<file path="src/rtl/rom_seq_pkg.sv">
// Shared constants and FSM state type for the ROM read sequencer.
// ROM geometry matches the 16x16 synchronous ROM this block drives.
package rom_seq_pkg;

  localparam int ROM_ADDR_W = 4;
  localparam int ROM_DATA_W = 16;
  localparam int ROM_DEPTH  = 1 << ROM_ADDR_W;
  localparam int ROM_RD_LAT = 1;
  localparam int SEQ_LEN_W  = ROM_ADDR_W + 1;

  typedef enum logic [1:0] {
    IDLE  = 2'd0,
    ISSUE = 2'd1,
    DRAIN = 2'd2
  } seq_state_e;

endpackage

</file>
<file path="src/rtl/rom_read_sequencer_if.sv">
// Bundles the command, ROM and output-stream signals of the sequencer.
// master = sequencer side, slave = surrounding system (command source, ROM, sink).
interface rom_read_sequencer_if
  import rom_seq_pkg::*;
#(
  parameter int ADDR_W = ROM_ADDR_W,
  parameter int DATA_W = ROM_DATA_W,
  parameter int LEN_W  = SEQ_LEN_W
);

  logic              cmd_valid;
  logic              cmd_ready;
  logic [ADDR_W-1:0] cmd_addr;
  logic [LEN_W-1:0]  cmd_len;
  logic              rom_r_en;
  logic [ADDR_W-1:0] rom_addr;
  logic [DATA_W-1:0] rom_data;
  logic              m_valid;
  logic              m_ready;
  logic [DATA_W-1:0] m_data;
  logic              m_last;
  logic              busy;
  logic              done;

  modport master (
    input  cmd_valid, cmd_addr, cmd_len, rom_data, m_ready,
    output cmd_ready, rom_r_en, rom_addr, m_valid, m_data, m_last, busy, done
  );

  modport slave (
    output cmd_valid, cmd_addr, cmd_len, rom_data, m_ready,
    input  cmd_ready, rom_r_en, rom_addr, m_valid, m_data, m_last, busy, done
  );

endinterface

</file>
<file path="src/rtl/rom_seq_fifo2.sv">
// Two-entry register FIFO; slot0 is always the head so the output comes
// straight from a register and stays stable while nothing is popped.
module rom_seq_fifo2 #(
  parameter int W = 17
) (
  input  logic         clk,
  input  logic         rst_n,
  input  logic         push,
  input  logic         pop,
  input  logic [W-1:0] din,
  output logic [W-1:0] dout,
  output logic         full,
  output logic         empty
);

  logic [W-1:0] slot0;
  logic [W-1:0] slot1;
  logic [1:0]   count;
  logic         pop_ok;
  logic         push_ok;
  logic [1:0]   after_pop;

  assign pop_ok    = pop && (count != 2'd0);
  assign push_ok   = push && ((count != 2'd2) || pop_ok);
  assign after_pop = count - {1'b0, pop_ok};

  // The pushed word lands in the first free slot after the pop has shifted.
  always_ff @(posedge clk or negedge rst_n) begin
    if (!rst_n) begin
      slot0 <= '0;
      slot1 <= '0;
      count <= 2'd0;
    end else begin
      if (pop_ok) begin
        slot0 <= slot1;
      end
      if (push_ok) begin
        if (after_pop == 2'd0) begin
          slot0 <= din;
        end else begin
          slot1 <= din;
        end
      end
      count <= after_pop + {1'b0, push_ok};
    end
  end

  assign dout  = slot0;
  assign full  = (count == 2'd2);
  assign empty = (count == 2'd0);

endmodule

</file>
<file path="src/rtl/rom_read_sequencer.sv">
// Reads bursts of words from a 1-cycle-latency synchronous ROM and streams
// them out through a 2-entry buffer, issuing reads only when space is guaranteed.
module rom_read_sequencer
  import rom_seq_pkg::*;
#(
  parameter int ADDR_W = ROM_ADDR_W,
  parameter int DATA_W = ROM_DATA_W,
  parameter int LEN_W  = SEQ_LEN_W
) (
  input logic                  clk,
  input logic                  rst_n,
  rom_read_sequencer_if.master bus
);

  seq_state_e        state;
  logic [ADDR_W-1:0] addr_q;
  logic [LEN_W-1:0]  remaining;
  logic              inflight;
  logic              inflight_last;
  logic              done_q;

  logic [DATA_W:0]   head;
  logic              fifo_full;
  logic              fifo_empty;
  logic [1:0]        occ;
  logic [2:0]        pending;
  logic              pop;
  logic              issue;

  rom_seq_fifo2 #(
    .W(DATA_W + 1)
  ) u_fifo (
    .clk   (clk),
    .rst_n (rst_n),
    .push  (inflight),
    .pop   (pop),
    .din   ({inflight_last, bus.rom_data}),
    .dout  (head),
    .full  (fifo_full),
    .empty (fifo_empty)
  );

  // A read may go out only if its word is sure to find a free slot when it returns.
  assign pop     = !fifo_empty && bus.m_ready;
  assign occ     = {fifo_full, !fifo_empty && !fifo_full};
  assign pending = {1'b0, occ} + {2'b0, inflight} - {2'b0, pop};
  assign issue   = (state == ISSUE) && (pending < 3'd2);

  always_ff @(posedge clk or negedge rst_n) begin
    if (!rst_n) begin
      state         <= IDLE;
      addr_q        <= '0;
      remaining     <= '0;
      inflight      <= 1'b0;
      inflight_last <= 1'b0;
      done_q        <= 1'b0;
    end else begin
      inflight      <= issue;
      inflight_last <= issue && (remaining == LEN_W'(1));
      done_q        <= 1'b0;
      case (state)
        IDLE: begin
          if (bus.cmd_valid) begin
            addr_q    <= bus.cmd_addr;
            remaining <= bus.cmd_len;
            if (bus.cmd_len == '0) begin
              done_q <= 1'b1;
            end else begin
              state <= ISSUE;
            end
          end
        end
        ISSUE: begin
          if (issue) begin
            addr_q    <= addr_q + ADDR_W'(1);
            remaining <= remaining - LEN_W'(1);
            if (remaining == LEN_W'(1)) begin
              state <= DRAIN;
            end
          end
        end
        DRAIN: begin
          // Popping the tagged word means the buffer empties with nothing in flight.
          if (pop && head[DATA_W]) begin
            done_q <= 1'b1;
            state  <= IDLE;
          end
        end
        default: state <= IDLE;
      endcase
    end
  end

  assign bus.cmd_ready = (state == IDLE);
  assign bus.busy      = (state != IDLE);
  assign bus.done      = done_q;
  assign bus.rom_r_en  = issue;
  assign bus.rom_addr  = addr_q;
  assign bus.m_valid   = !fifo_empty;
  assign bus.m_data    = head[DATA_W-1:0];
  assign bus.m_last    = !fifo_empty && head[DATA_W];

endmodule

</file>
<file path="src/flat_wrapper.sv">
// flat-port wrapper written by rule: the top's interface ports become plain ports
module rom_read_sequencer_flat import rom_seq_pkg::*;
#(
  parameter int ADDR_W = ROM_ADDR_W,
  parameter int DATA_W = ROM_DATA_W,
  parameter int LEN_W  = SEQ_LEN_W
)
  (clk, rst_n, bus_cmd_valid, bus_cmd_addr, bus_cmd_len, bus_rom_data, bus_m_ready, bus_cmd_ready, bus_rom_r_en, bus_rom_addr, bus_m_valid, bus_m_data, bus_m_last, bus_busy, bus_done);
  rom_read_sequencer_if #(.ADDR_W(ADDR_W), .DATA_W(DATA_W), .LEN_W(LEN_W)) bus_i ();
  input logic clk;
  input logic rst_n;
  input wire logic [$bits(bus_i.cmd_valid)-1:0] bus_cmd_valid;
  input wire logic [$bits(bus_i.cmd_addr)-1:0] bus_cmd_addr;
  input wire logic [$bits(bus_i.cmd_len)-1:0] bus_cmd_len;
  input wire logic [$bits(bus_i.rom_data)-1:0] bus_rom_data;
  input wire logic [$bits(bus_i.m_ready)-1:0] bus_m_ready;
  output wire logic [$bits(bus_i.cmd_ready)-1:0] bus_cmd_ready;
  output wire logic [$bits(bus_i.rom_r_en)-1:0] bus_rom_r_en;
  output wire logic [$bits(bus_i.rom_addr)-1:0] bus_rom_addr;
  output wire logic [$bits(bus_i.m_valid)-1:0] bus_m_valid;
  output wire logic [$bits(bus_i.m_data)-1:0] bus_m_data;
  output wire logic [$bits(bus_i.m_last)-1:0] bus_m_last;
  output wire logic [$bits(bus_i.busy)-1:0] bus_busy;
  output wire logic [$bits(bus_i.done)-1:0] bus_done;
  assign bus_i.cmd_valid = bus_cmd_valid;
  assign bus_i.cmd_addr = bus_cmd_addr;
  assign bus_i.cmd_len = bus_cmd_len;
  assign bus_i.rom_data = bus_rom_data;
  assign bus_i.m_ready = bus_m_ready;
  assign bus_cmd_ready = bus_i.cmd_ready;
  assign bus_rom_r_en = bus_i.rom_r_en;
  assign bus_rom_addr = bus_i.rom_addr;
  assign bus_m_valid = bus_i.m_valid;
  assign bus_m_data = bus_i.m_data;
  assign bus_m_last = bus_i.m_last;
  assign bus_busy = bus_i.busy;
  assign bus_done = bus_i.done;
  rom_read_sequencer #(.ADDR_W(ADDR_W), .DATA_W(DATA_W), .LEN_W(LEN_W)) u_core (.clk(clk), .rst_n(rst_n), .bus(bus_i));
endmodule
</file>
<file path="config.mk">
export PLATFORM = sky130hd
export DESIGN_NAME = rom_read_sequencer_flat
export DESIGN_NICKNAME = d
export VERILOG_FILES = /design/src/rtl/rom_seq_pkg.sv /design/src/rtl/rom_read_sequencer_if.sv /design/src/rtl/rom_seq_fifo2.sv /design/src/rtl/rom_read_sequencer.sv /design/src/flat_wrapper.sv
export SDC_FILE = /design/constraint.sdc
export NUM_CORES = 1
export LEC_CHECK = 0
export CORE_MARGIN = 2
export CORE_UTILIZATION = 50
export CTS_CLUSTER_DIAMETER = 50
export DETAILED_ROUTE_END_ITERATION = 6
export PLACE_DENSITY = 0.87
export SLEW_MARGIN = 20
export SYNTH_ARGS = -nofsm -noshare
export SYNTH_HDL_FRONTEND = slang
export SYNTH_SLANG_ARGS = --single-unit
</file>
<file path="constraint.sdc">
create_clock -name clk -period 6 [get_ports clk]
set_clock_uncertainty 0.05 [all_clocks]
set_input_delay 1.5 -clock clk [delete_from_list [all_inputs] [get_ports clk]]
set_output_delay 1.5 -clock clk [all_outputs]
set_load 0.1 [all_outputs]
</file>
==> impl_metrics.json <==
{
  "synth_edf_count": 0,
  "reg2regPathDepth": 11,
  "m1WireLength_um": 2370,
  "tritoncts": "yes",
  "vias": 1941,
  "start_kind": "input port",
  "io_pins": 55,
  "hold_class": "flip-flop to flip-flop",
  "coreArea_um2": 4790,
  "yosysUniqueCellTypes": 39,
  "fin_nets": 325,
  "cts_sinks": 50,
  "cts_max_path_buffers": 2,
  "ys_seq_elements": 50,
  "routed_wirelength_um": 5230,
  "cts_hold_buf": 0,
  "netlist_area_um2": 2520,
  "drcViolationCount": 0,
  "first_pass_iters": 4,
  "post-route-period-util_pct": 85.7,
  "highest_layer": "met4",
  "post_cts_buffers": 0,
  "n_antenna_cell": 0,
  "drt-initial-drc-count": 102,
  "ff_latch_area_um2": 1250,
  "setup_tns_ns": 0,
  "drv_cap": 0,
  "required_ns": 4.45,
  "clk_latency_ns": 0.30,
  "rsz0062_at_grt": "no",
  "synth_seq_area_share_pct": 49.6,
  "nFillCells": 372,
  "worstSetupEndpointType": "output pin",
  "status": "completed",
  "fmax_mhz": 194,
  "drive_above_1_share_pct": 10.3,
  "fin_area_um2": 3120,
  "die-area_um2": 5630,
  "routedWlPerCell_um": 14.6,
  "portBuffers": 54,
  "worstSetupPathType": "input port to output pin",
  "syn_area_per_cell_um2": 10.0,
  "place.gp.congestion": 0.898,
  "hold_viol_final": 0,
  "wl_met2_um": 2560,
  "htreeDepth": 2,
  "ys_warn_count": 0,
  "instances_no_fill": 358,
  "synth_ff_type": "dfrtp_1",
  "grt_pass1_wl_um": 8410,
  "fp.dieW_um": 75.0,
  "synth_commonest_cells": "dfrtp_1 (50), nand2_1 (44), nor2_1 (25)",
  "fp-row-count": 25,
  "yosysMostFrequentCell": "dfrtp_1",
  "antenna_left": 0,
  "wl_met3_um": 202,
  "yosysTopAreaCellShare_pct": 49.6,
  "grt_max_degree": 51,
  "synthCells": 251,
  "slew_violations": 0,
  "cts_root_buffer": "clkbuf_8",
  "dp.final_hpwl_um": 3640,
  "cts_buffers": 5,
  "syn_nets": 286,
  "worst_path_largest_cell_delay_ns": 0.45,
  "start_util_pct": 52.7,
  "yosys.area.top_type": "dfrtp_1",
  "gr-total-overflow": 0,
  "critPathMaxFanout": 18,
  "setup_viol": 0,
  "slowest_stage": "clkdlybuf4s50_1",
  "hold_depth": 1,
  "die_h_um": 75.0,
  "grt_pass1_vias": 1883,
  "grt_usage_pct": 19.8,
  "fin_crit_ns": 5.14,
  "routed_via_density": 5.42,
  "multi_input_area_um2": 1050,
  "dp.cells": 350,
  "synth_area_leaders": "dfrtp_1 (50%), nand2_1 (6.6%), buf_4 (4.8%), a31oi_1 (4.5%), mux2_1 (4.5%)",
  "post_cts_resized": 0,
  "antenna_found_initial": 0,
  "cp.arrival_ns": 3.59,
  "placed_area_um2": 3000,
  "maxSlewHeadroom_pct": 34.4,
  "crit_chain": "clkdlybuf4s50_1, nand2_1, buf_4, inv_1, ha_1, a21oi_2, xor2_2, nor2_1, buf_12",
  "worst_slew_pin_slew_ns": 0.980,
  "async_flop_share_pct": 100,
  "area_delta_synth_final_pct": 23.9,
  "path_clk_slew_ns": 0.09
}
worst paths after layout:
path / start / endpoint / slack (ns)
worst min register to register: u_core.u_fifo.slot1[15]$_DFFE_PN0P_ / u_core.u_fifo.slot1[15]$_DFFE_PN0P_ / 0.44
worst min-delay path: u_core.u_fifo.slot1[15]$_DFFE_PN0P_ / u_core.u_fifo.slot1[15]$_DFFE_PN0P_ / 0.44
max in group asynchronous: rst_n / u_core.inflight$_DFF_PN0_ / 4.25
worst max-delay path: bus_m_ready / bus_rom_r_en / 0.86
min in group asynchronous: rst_n / u_core.bus.rom_addr[2]$_DFFE_PN0P_ / 1.23
worst max register to register: u_core.u_fifo.count[1]$_DFF_PN0_ / u_core.u_fifo.dout[14]$_DFF_PN0_ / 2.88
routing by layer:
metal,global-route usage [%],vias up
li1,-,933
met1,26.3,949
met2,32.5,48
met3,3.75,11
met4,7.54,0
met5,0,-
through the flow:
step	hold WS (ns)	util, %	worst slack, ns
after detailed placement	0.425	62.7	0.862
final	0.443	65.3	0.857
after floorplan	0.408	-	0.550
after CTS	0.447	65.2	0.856
after global placement	0.416	62.7	0.934
after global routing	0.454	65.3	0.758
area by class of cell:
cell class | count | share of cell area [%]
clock inverters | 3 | 1.52
clock buffers | 5 | 2.20
flip-flops and latches | 50 | 40.0
inverters | 15 | 1.80
multi-input cells | 161 | 33.6
repair buffers | 57 | 18.2
well taps | 67 | 2.68
critical path: cells and delay by family:
family / cells / cell delay (ns)
compound gates: 1 / 0.22
xor+xnor: 1 / 0.33
fa+ha+maj: 1 / 0.29
buf+inv: 4 / 0.99
simple gates: 2 / 0.26
cells by family (layout without fill, tap and decap cells):
| kind of cell | count (synthesis) | after routing | synth area share [%] |
|---|---|---|---|
| simple gates | 83 | 83 | 13.7 |
| flops | 50 | 50 | 49.6 |
| compound gates | 48 | 48 | 14.1 |
| buf+inv | 40 | 80 | 8.98 |
| mux | 20 | 20 | 8.88 |
| fa+ha+maj | 6 | 6 | 2.98 |
| xor+xnor | 4 | 4 | 1.69 |
registers in the layout, indices dropped and copies added (netlist names), 2 cells and up:
name and count:
u_core.u_fifo.dout 17, u_core.state 2, u_core.remaining 5, u_core.u_fifo.slot1 17, u_core.u_fifo.count 2, u_core.bus.rom_addr 4
placed cells by master, fill, tap and decap left out, drive strengths merged, types with 2 or more instances in the layout:
master,instances
o21ai,2
a211oi,2
clkdlybuf4s50,52
a311oi,2
o21a,3
inv,17
a31oi,18
nor2b,2
o22ai,2
nand2,44
dfrtp,50
nor4b,2
a21oi,7
nor2,26
ha,6
nand3,2
a221o,2
nor4,2
mux2,19
nor3,4
xnor2,3
o221ai,3
clkbuf,5
buf,5
Power is left out: the tool's default activity adds up to more than one toggle a clock period on the data nets, which glitch-free logic cannot reach.
